$ cat src/rtl/fsm_progress_watchdog.sv
// fsm_progress_watchdog
// Watches the 2-bit state of the idle/active1/active2 control FSM. It checks
// that active1 reaches active2 within TIMEOUT samples, measures the active1
// dwell, and flags illegal states and transitions. Statistics are sticky or
// saturating so they can be read back at any time.
//
// Ports:
//   clk            rising-edge clock
//   reset          asynchronous active-high reset
//   enable         monitor enable; low parks the monitor in M_IDLE
//   clear          synchronous clear of statistics and sticky flag
//   state_in       watched FSM state (00 idle, 01 active1, 10 active2, 11 other)
//   latency_valid  one-cycle pulse when latency is updated by a passing episode
//   latency        active1 dwell of the last passing episode, in samples
//   max_latency    largest latency since reset/clear
//   timeout_pulse  one-cycle pulse when active1 overstays TIMEOUT samples
//   timeout_sticky set by a timeout, held until clear/reset
//   illegal_pulse  one-cycle pulse on an illegal state or transition
//   pass_count     passing episodes, saturating
//   fail_count     timeouts, saturating
//   illegal_count  illegal events, saturating
module fsm_progress_watchdog #(
  parameter int TIMEOUT = 16,
  parameter int CNT_W   = 8,
  parameter int EVT_W   = 8
) (
  input  logic             clk,
  input  logic             reset,
  input  logic             enable,
  input  logic             clear,
  input  logic [1:0]       state_in,
  output logic             latency_valid,
  output logic [CNT_W-1:0] latency,
  output logic [CNT_W-1:0] max_latency,
  output logic             timeout_pulse,
  output logic             timeout_sticky,
  output logic             illegal_pulse,
  output logic [EVT_W-1:0] pass_count,
  output logic [EVT_W-1:0] fail_count,
  output logic [EVT_W-1:0] illegal_count
);

  localparam logic [1:0] ST_IDLE  = 2'b00;
  localparam logic [1:0] ST_A1    = 2'b01;
  localparam logic [1:0] ST_A2    = 2'b10;
  localparam logic [1:0] ST_OTHER = 2'b11;

  localparam logic [CNT_W-1:0] TIMEOUT_C = CNT_W'(TIMEOUT);
  localparam logic [CNT_W-1:0] CNT_ONE   = {{(CNT_W-1){1'b0}}, 1'b1};
  localparam logic [EVT_W-1:0] EVT_ONE   = {{(EVT_W-1){1'b0}}, 1'b1};
  localparam logic [EVT_W-1:0] EVT_MAX   = {EVT_W{1'b1}};

  typedef enum logic [1:0] {M_IDLE, M_WAIT, M_DONE, M_FAIL} monState_e;

  monState_e        stateQ, stateD;
  logic [CNT_W-1:0] cntQ, cntD;
  logic [1:0]       prevQ, prevD;
  logic             validQ, validD;
  logic [CNT_W-1:0] latencyQ, latencyD;
  logic [CNT_W-1:0] maxQ, maxD;
  logic             timeoutQ, timeoutD;
  logic             stickyQ, stickyD;
  logic             illegalQ, illegalD;
  logic [EVT_W-1:0] passQ, passD;
  logic [EVT_W-1:0] failQ, failD;
  logic [EVT_W-1:0] illCntQ, illCntD;
  logic             passInc, failInc, illegalEvt;

  // Only these transitions of the watched FSM are legal; 11 may only exit to 00.
  function automatic logic legalTrans(input logic [1:0] prev, input logic [1:0] cur);
    case ({prev, cur})
      {ST_IDLE, ST_IDLE}, {ST_IDLE, ST_A1}, {ST_A1, ST_A1},
      {ST_A1, ST_A2}, {ST_A2, ST_A2}, {ST_OTHER, ST_IDLE}: legalTrans = 1'b1;
      default: legalTrans = 1'b0;
    endcase
  endfunction

  // Next-state logic: monitor FSM, illegal detection, then statistics.
  // prev always follows state_in so the first enabled cycle sees the true
  // previous sample even after a disabled stretch.
  always_comb begin
    stateD     = stateQ;
    cntD       = cntQ;
    prevD      = state_in;
    validD     = 1'b0;
    latencyD   = latencyQ;
    maxD       = maxQ;
    timeoutD   = 1'b0;
    stickyD    = stickyQ;
    illegalD   = 1'b0;
    passD      = passQ;
    failD      = failQ;
    illCntD    = illCntQ;
    passInc    = 1'b0;
    failInc    = 1'b0;
    illegalEvt = 1'b0;

    if (!enable) begin
      stateD = M_IDLE;
      cntD   = '0;
    end else begin
      illegalEvt = (state_in == ST_OTHER) || !legalTrans(prevQ, state_in);
      case (stateQ)
        M_IDLE: begin
          if (state_in == ST_A1) begin
            stateD = M_WAIT;
            cntD   = CNT_ONE;
          end
        end
        M_WAIT: begin
          case (state_in)
            ST_A2: begin
              latencyD = cntQ;
              validD   = 1'b1;
              passInc  = 1'b1;
              if (cntQ > maxQ) maxD = cntQ;
              stateD   = M_DONE;
            end
            ST_A1: begin
              // cnt already holds TIMEOUT samples, so this is sample TIMEOUT+1.
              if (cntQ < TIMEOUT_C) begin
                cntD = cntQ + CNT_ONE;
              end else begin
                timeoutD = 1'b1;
                stickyD  = 1'b1;
                failInc  = 1'b1;
                stateD   = M_FAIL;
              end
            end
            default: stateD = M_IDLE;
          endcase
        end
        M_DONE: begin
          case (state_in)
            ST_A2: stateD = M_DONE;
            ST_A1: begin
              stateD = M_WAIT;
              cntD   = CNT_ONE;
            end
            default: stateD = M_IDLE;
          endcase
        end
        M_FAIL: begin
          // A late active2 closes the episode without counting it as a pass.
          case (state_in)
            ST_A1:   stateD = M_FAIL;
            ST_A2:   stateD = M_DONE;
            default: stateD = M_IDLE;
          endcase
        end
        default: stateD = M_IDLE;
      endcase
    end

    illegalD = illegalEvt;
    if (passInc && (passQ != EVT_MAX))      passD   = passQ + EVT_ONE;
    if (failInc && (failQ != EVT_MAX))      failD   = failQ + EVT_ONE;
    if (illegalEvt && (illCntQ != EVT_MAX)) illCntD = illCntQ + EVT_ONE;

    // clear wins over any same-cycle update but leaves pulses and the monitor alone.
    if (clear) begin
      latencyD = '0;
      maxD     = '0;
      stickyD  = 1'b0;
      passD    = '0;
      failD    = '0;
      illCntD  = '0;
    end
  end

  // All state and outputs registered together.
  always_ff @(posedge clk or posedge reset) begin
    if (reset) begin
      stateQ   <= M_IDLE;
      cntQ     <= '0;
      prevQ    <= ST_IDLE;
      validQ   <= 1'b0;
      latencyQ <= '0;
      maxQ     <= '0;
      timeoutQ <= 1'b0;
      stickyQ  <= 1'b0;
      illegalQ <= 1'b0;
      passQ    <= '0;
      failQ    <= '0;
      illCntQ  <= '0;
    end else begin
      stateQ   <= stateD;
      cntQ     <= cntD;
      prevQ    <= prevD;
      validQ   <= validD;
      latencyQ <= latencyD;
      maxQ     <= maxD;
      timeoutQ <= timeoutD;
      stickyQ  <= stickyD;
      illegalQ <= illegalD;
      passQ    <= passD;
      failQ    <= failD;
      illCntQ  <= illCntD;
    end
  end

  assign latency_valid  = validQ;
  assign latency        = latencyQ;
  assign max_latency    = maxQ;
  assign timeout_pulse  = timeoutQ;
  assign timeout_sticky = stickyQ;
  assign illegal_pulse  = illegalQ;
  assign pass_count     = passQ;
  assign fail_count     = failQ;
  assign illegal_count  = illCntQ;

endmodule

$ cat config.mk
export PLATFORM = sky130hd
export DESIGN_NAME = fsm_progress_watchdog
export DESIGN_NICKNAME = d
export VERILOG_FILES = /design/src/rtl/fsm_progress_watchdog.sv
export SDC_FILE = /design/constraint.sdc
export NUM_CORES = 1
export LEC_CHECK = 0
export BUFFER_PORTS_ARGS = -buffer_cell sky130_fd_sc_hd__buf_2
export CAP_MARGIN = 10
export CORE_MARGIN = 3
export CORE_UTILIZATION = 29
export DETAILED_ROUTE_END_ITERATION = 10
export GPL_TIMING_DRIVEN = 0
export PLACE_DENSITY_LB_ADDON = 0.15
export SYNTH_ARGS = -nofsm -noshare
export SYNTH_HDL_FRONTEND = slang
export SYNTH_SLANG_ARGS = --single-unit
export TNS_END_PERCENT = 1
$ cat constraint.sdc
create_clock -name clk -period 1.82 [get_ports clk]
set_input_delay 0.273 -clock clk [delete_from_list [all_inputs] [get_ports clk]]
set_output_delay 0.273 -clock clk [all_outputs]
set_load 0.05 [all_outputs]
; After elaboration in Yosys (flattened, before gate mapping)
; Cells that the tools add are included.
[totals]
regBits = 56
latch_bits = 0
ramBits = 0
mem_bits_ro = 0
inputBits = 6
wordCells = 103
memories = 0
[classes]
add_sub_neg = 4
mul = 0
div = 0
order_cmp = 2
n_eq_ne = 21
shift = 0
muxes = 42
bitwise = 0
n_reduce_logical = 22
[ops]
columns = op, n
row1 = $mux W8, 19
row2 = $add A8 B1 Y8 const B, 4
row3 = $ne A8 B8 Y1 const B, 3
row4 = $pmux W8 S2, 1
row5 = $reduce_bool A2 Y1, 8
row6 = $mux W1, 15
row7 = $pmux W2 S2, 3
row8 = $reduce_and A4 Y1, 3
row9 = $ne A3 B3 Y1 const B, 3
row10 = $eq A2 B2 Y1 const B, 4
row11 = $eq A4 B3 Y1 const B, 2
row12 = $eq A4 B4 Y1 const B, 2
row13 = $gt A8 B8 Y1, 1
row14 = $lt A8 B5 Y1 const B, 1
row15 = $pmux W2 S4, 1
row16 = $mux W2, 3
row17 = $ne A3 B2 Y1 const B, 2
row18 = $reduce_or A6 Y1, 1
row19 = $eq A2 B1 Y1 const B, 2
row20 = $eq A4 B1 Y1 const B, 1
row21 = $logic_not A4 Y1, 1
row22 = $ne A4 B4 Y1 const B, 1
row23 = $logic_and A1 B1 Y1, 3
row24 = $reduce_and A3 Y1, 1
row25 = 6 further kinds, 6

; Logic depth before layout (Yosys ltp)
; Gate-level depths: netlist (run 1).
[logic_depth]
ltp_word = 10
mapped_depth = 8
mapped_depth_nobuf = 7

; Worst setup path after synthesis (run 1)
; OpenSTA, ideal clock, no wires.
[synth_path]
path_type = flip-flop to flip-flop
from = reg maxQ[1] (netlist: max_latency[1])
to = reg maxQ[0] (netlist: max_latency[0])
t_arrival_ns = 1.863
setup_slack_ns = -0.167
path_stages_with_launch = 9
synth_period_minus_slack_ns = 1.987
path_cell_list = dfrtp_1 -> inv_1 -> ha_1 -> nor2b_1 -> o211ai_1 -> a21oi_1 -> o31a_1 -> buf_4 -> mux2i_1
[synth_between]
elab_chain_cells = 3
[synth_lines]
columns = item, line
row1 = start: declaration, 60  ; logic [CNT_W-1:0] maxQ, maxD;
row2 = start signal: assignment, 192  ; maxQ <= maxD;
row3 = $gt A8 B8 Y1, 116  ; if (cntQ > maxQ) maxD = cntQ;
row4 = $reduce_bool A2 Y1 (no source line), -
row5 = $reduce_and A4 Y1 (no source line), -
; No other way between the ends.
; A chain may end at the register's enable or synchronous reset.

; Worst setup path in the final report (run 1)
[layout_path]
from = reg failQ[1] (netlist: fail_count[1])
to = reg failQ[1] (netlist: fail_count[1])
[layout_between]
elab_chain_cells = 3
word_cells_on_any_way = 6
classes_between = add/sub (1) / eq/ne (1) / mux (2) / reduce/logical (2)
[layout_lines]
columns = item, line
row1 = start: declaration, 65  ; logic [EVT_W-1:0] failQ, failD;
row2 = start signal: assignment, 197  ; failQ <= failD;
row3 = $add A8 B1 Y8 / $ne A8 B8 Y1 (equally long branches), 157  ; if (failInc && (failQ != EVT_MAX)) failD = failQ + EVT_ONE;
row4 = $mux W8 / $logic_and A1 B1 Y1 (equally long branches), 157
row5 = $mux W8 / $reduce_bool A2 Y1 (equally long branches), -
; Parallel ways exist; a longest one is shown, timed or not. The select of a mux whose other input is x is not followed.

==> results of run 1 <==
flip-flops by register name, summed over array words and instances (netlist names):
name            flops
cntQ                8
fail_count          8
illegal_count       8
latency             8
max_latency         8
pass_count          8
prevQ               2
stateQ              2
illegal_pulse       1
latency_valid       1
timeout_pulse       1
timeout_sticky      1
what timing repair did:
item | 4_1_cts | 5_1_grt
resized for setup | 2 | 12
pin swaps | 1 | 5
setup buffers | 0 | 5
cloned | 0 | 0
setup endpoints to repair | 11 | 20
critical path: stages, from the launching register on:
cell and delay, ps:
dfrtp_2 460, ha_2 210, and3_1 200, a211oi_4 370, buf_4 180, mux2i_1 170
nor2_1 60
cell type report:
| type | instances | area, um2 | area share |
|---|---|---|---|
| inverter | 17 | 63.8 | 0.0179 |
| tap | 133 | 166 | 0.0468 |
| multi-input combinational | 208 | 1470 | 0.412 |
| clock buffer | 6 | 72.6 | 0.0204 |
| clock inverter | 2 | 12.5 | 0.00352 |
| timing repair buffer | 55 | 303 | 0.0852 |
| buffer | 10 | 61.3 | 0.0172 |
| sequential | 56 | 1410 | 0.397 |
metrics by stage:
stage               hold WS [ps]  setup WS [ps]
finish                      48.6           44.3
global route                 103          -22.4
CTS                         80.5           12.3
detailed placement           427           -176
global placement             440           -895
floorplan                    304          -52.7
power by group:
group          switching, mW  internal, mW  leakage [nW]  total (mW)
clock                  0.427         0.271        0.0412       0.699
combinational          0.129        0.0565         0.848       0.185
sequential            0.0143          1.26         0.760        1.27
total                  0.571          1.59          1.65        2.16
routing by layer:
metal | global-route usage | share of wire | up-vias
met5 | 0 | 0 | -
met4 | 0.0301 | 0.0094 | 0
met3 | 0.0247 | 0.035 | 4
met2 | 0.197 | 0.45 | 41
met1 | 0.175 | 0.51 | 1118
li1 | - | - | 1117
worst min path at each step:
stage	start	to	slack [ps]	cells past startpoint
floorplan	state_in[0]	prevQ[0]	300	0
global placement	state_in[0]	prevQ[0]	440	1
detailed placement	reset	latency_valid	430	2
CTS	reset	illegal_count[0]	80	2
global route	reset	max_latency[4]	100	2
finish	reset	illegal_count[0]	50	2
cell usage in the layout (no fill, tap or decap), types with 9 or more instances in the layout:
cell type,instances
buf_2,50
dfrtp_1,48
nor2_1,31
nand2_1,27
nand2b_1,17
a21oi_1,15
mux2i_1,14
inv_1,14
ha_1,14
nand4_1,9
xor2_1,9
kinds of logic (layout without fill, tap and decap cells):
| logic type | Yosys count | after routing | share of synthesized area |
|---|---|---|---|
| xor gates and xnor gates | 17 | 17 | 0.0505 |
| DFF | 56 | 56 | 0.475 |
| AOI/OAI and AO/OA | 40 | 40 | 0.0984 |
| muxes | 16 | 16 | 0.0552 |
| buffers and inverters | 27 | 90 | 0.0390 |
| and+or+nand+nor | 118 | 118 | 0.210 |
| adders and majority gates | 17 | 17 | 0.0721 |
==> qor.csv, run 1 <==
metric,value,unit
io_pins,50,
wl_per_cell,13.8,um
min_period_over_period,0.976,
track_usage,0.124,
finalSetupViolCount,0,
yosys.area.top_type,dfrtp_1,
fin_skew,13.0,ps
syn2layout_area_growth,20.6,%
cp.arrival,1970,ps
grt_pass1_wl,11500,um
drcViolationCount,0,
reg2reg_to,fail_count[1],
root_buffer,clkbuf_8,
syn_avg_cell_area,10.1,um2
tightest_slew,671,ps
hold_viol,0,
max_cap_violations,0,
synth_cell_types,42,
n_antenna_cell,0,
rsz0062_at_grt,yes,
die_h,107,um
synth_top_area_share,0.475,
final_area,0.00356,mm2
dp_cells,474,
fp-row-count,36,
p_leak,1.65,nW
syn-cell-area,0.00295,mm2
total_power,2.16,mW
ys_seq_elements,56,
drtIter0Drc,105,
fill_cells,1066,
drtAntennaViolNets,0,
grt-ovfl-total,0,
end_kind,flip-flop,
r2r_slack,40,ps
synth_enable_flop_cells,0,
grt_start_max_net_pins,31,
synthTopCellsByCount,"56 x dfrtp_1, 31 x nor2_1, 27 x nand2_1",
cts_buffer_depth,2,
synth_cells,291,
clk_pin_slew,110,ps
critPathMaxFanout,6,
start_util,0.300,
first_pass_iters,4,
viasPerCell,4.68,
worst_hold_path_type,primary input to async pin,
cp-endpoint,fail_count[1],
yosys_warnings,0,
path_class,flip-flop to flip-flop,
fmaxAchievable,563,MHz
cp-startpoint,fail_count[1],
drt_wl_total,6700,um
post-route-min-period,1780,ps
final_nets,376,
synth-async-reset-ratio,1.00,
ir_drop,0.298,mV
ys_seq_area_frac,0.475,
gp_congestion,0.784,
tns,0,ps
die_x,107,um
powerDensity,607,mW/mm2
core_area,0.00982,mm2
outcome,"complete, no violations",
r2r-start,fail_count[1],
drv_slew,0,
worst_setup_path_start_kind,flip-flop,
synth_area_leaders,"dfrtp_1 48%, ha_1 7.2%, mux2i_1 4.8%, nor2_1 3.9%, nand2b_1 3.6%",
r2r_cells,6,
worstPathRequired,2010,ps
dieArea,0.0114,mm2
numCtsBuffers,5,
dp_hpwl,4810,um
via_count,2280,
fin_util,0.362,
synth.most_common_cell,dfrtp_1,
htree_levels,2,
insertion_delay,320,ps
synth_nets,314,
cts_tree,done,
grt_pass1_vias,2218,
cts_hold_buf,0,
placed_area,0.00339,mm2
stdcell_count,487,
antenna_found_initial,0,
layout-drive-gt1-share,0.257,
clkSinkCount,56,
io_buffers,49,
slew_headroom,0.552,
synth-main-ff-cell,dfrtp_1,
No activity file was read; power rests on OpenSTA's default activity.
==> run 2: changes to the inputs <==
- CORE_MARGIN: 3 -> 4
==> run 2 against run 1 <==
Effect of this change: fmax up 0.78%; global-route usage decreased by 0.30 points; cell count is 0.21% lower; clock skew is 4.9 ps lower; die area rose by 3.8%; utilization rose by 0.22 points; critical path type unchanged; critical endpoint is now max_latency[1].
==> qor.csv, run 2 (synthesis gave the netlist of run 1 again) <==
metric,value,unit,change
outcome,"complete, no violations",,unchanged
drt_wl_total,6680,um,was 6700 um
place_ws,-168,ps,was -176 ps
final_common_cell,buf_2,,unchanged
tightest_slew,700,ps,was 671 ps
powerDensity,650,mW/mm2,was 607 mW/mm2
worst_hold_path_type,primary input to async pin,,unchanged
wl_met3,265,um,was 235 um
met1_length,3320,um,was 3400 um
finalSetupViolCount,0,,unchanged
p_leak,1.66,nW,was 1.65 nW
insertion_delay,310,ps,was 320 ps
final_nets,375,,was 376
final_area,0.00358,mm2,was 0.00356 mm2
cts_tree,done,,unchanged
viasPerCell,4.66,,was 4.68
cp.arrival,1960,ps,was 1970 ps
drtAntennaViolNets,0,,unchanged
drv_slew,0,,unchanged
slew_headroom,0.533,,was 0.552
post-route-min-period,1760,ps,was 1780 ps
grt-ovfl-total,0,,unchanged
end_kind,flip-flop,,unchanged
numCtsBuffers,5,,unchanged
antenna_found_initial,0,,unchanged
io_pins,50,,unchanged
worst_setup_path_start_kind,flip-flop,,unchanged
hold_viol,0,,unchanged
wl_per_cell,13.7,um,was 13.8 um
placed_area,0.00339,mm2,unchanged
worstPathRequired,2020,ps,was 2010 ps
n_antenna_cell,0,,unchanged
min_period_over_period,0.968,,was 0.976
fin_skew,8.09,ps,was 13.0 ps
drtIter0Drc,49,,was 105
layout-drive-gt1-share,0.249,,was 0.257
root_buffer,clkbuf_8,,unchanged
grt_pass1_wl,11400,um,was 11500 um
start_util,0.300,,unchanged
path_class,flip-flop to flip-flop,,unchanged
dr_wl_met2,3040,um,was 3000 um
cp_num_buf_inv,2,,was 1
htree_levels,2,,unchanged
die_h,109,um,was 107 um
via_count,2267,,was 2280
fin_ws,57.9,ps,was 44.3 ps
rsz0062_at_grt,yes,,unchanged
fin_util,0.364,,was 0.362
critPathMaxFanout,8,,was 6
tns,0,ps,unchanged
fmaxAchievable,568,MHz,was 563 MHz
clkSinkCount,56,,unchanged
gp_congestion,0.825,,was 0.784
io_buffers,49,,unchanged
die_x,109,um,was 107 um
grt_pass1_vias,2212,,was 2218
first_pass_iters,4,,unchanged
cts_buffer_depth,2,,unchanged
track_usage,0.121,,was 0.124
core_area,0.00982,mm2,unchanged
dp_hpwl,4880,um,was 4810 um
syn2layout_area_growth,21.3,%,was 20.6%
cp_cell_sequence,"inv_1, ha_1, nor2b_1, o211ai_1, a21oi_1, o31a_1, buf_6, mux2i_1",,"was ha_2, and3_1, a211oi_4, buf_4, mux2i_1, nor2_1"
fp-row-count,36,,unchanged
highest_layer,met4,,unchanged
cts_hold_buf,0,,unchanged
slowest_delay,400,ps,was 460 ps
dieArea,0.0118,mm2,was 0.0114 mm2
crit_family,compound AO/OA/AOI/OAI gates,,was flip-flops
max_cap_violations,0,,unchanged
clk_pin_slew,110,ps,about the same
layout_common_cells,"51 x buf_2, 48 x dfrtp_1, 31 x nor2_1, 27 x nand2_1, 17 x nand2b_1",,"was 50 x buf_2, 48 x dfrtp_1, 31 x nor2_1, 27 x nand2_1, 17 x nand2b_1"
grt_start_max_net_pins,32,,was 31
crit_slowest_cell,dfrtp_2,,unchanged
ir_drop,0.321,mV,was 0.298 mV
drcViolationCount,0,,unchanged
==> run 2: metal layers <==
layer | vias to the layer above | GRT usage
met5 | - | 0
met4 | 0 | 0.0325
met3 | 4 | 0.0225
met2 | 44 | 0.189
met1 | 1101 | 0.173
li1 | 1118 | -
==> run 2: final cells by class <==
cell class | count | area (um2)
Tap cell | 133 | 166
Timing Repair Buffer | 54 | 295
Fill cell | 1065 | 6240
Clock inverter | 2 | 38.8
Multi-Input combinational cell | 208 | 1460
Buffer | 10 | 55.1
Sequential cell | 56 | 1410
Clock buffer | 6 | 82.6
Inverter | 17 | 63.8
==> run 2: where the power goes <==
group | total, mW | switching [mW] | internal (mW)
Combinational | 0.184 | 0.128 | 0.0557
Sequential | 1.27 | 0.0144 | 1.26
Clock | 0.868 | 0.417 | 0.451
==> run 2: final timing paths <==
kind / to / depth (start not counted) / startpoint / slack [ps]
worst max-delay path: max_latency[1] / 8 / max_latency[1] / 60
worst min-delay path: latency_valid / 2 / reset / 60
worst max register to register: max_latency[1] / 8 / max_latency[1] / 60
worst min register to register: timeout_sticky / 2 / timeout_sticky / 510
max in group asynchronous: fail_count[0] / 3 / reset / 1160
min in group clk: prevQ[0] / 1 / state_in[0] / 130
==> run 2: repair_timing <==
item                                    4_1_cts  5_1_grt
endpoints found under the setup margin        9       18
setup buffers                                 1        3
resized for setup                             2        7
pin swaps                                     1        4
==> run 2: stage by stage <==
step | std cells | total power, mW | hold slack [ps]
3_3_place_gp | 473 | 1.48 | 443
6_report | 486 | 2.33 | 59.8
3_5_place_dp | 474 | 1.49 | 431
4_1_cts | 483 | 2.37 | 79.4
2_1_floorplan | 291 | 1.43 | 304
5_1_grt | 486 | 2.45 | 112
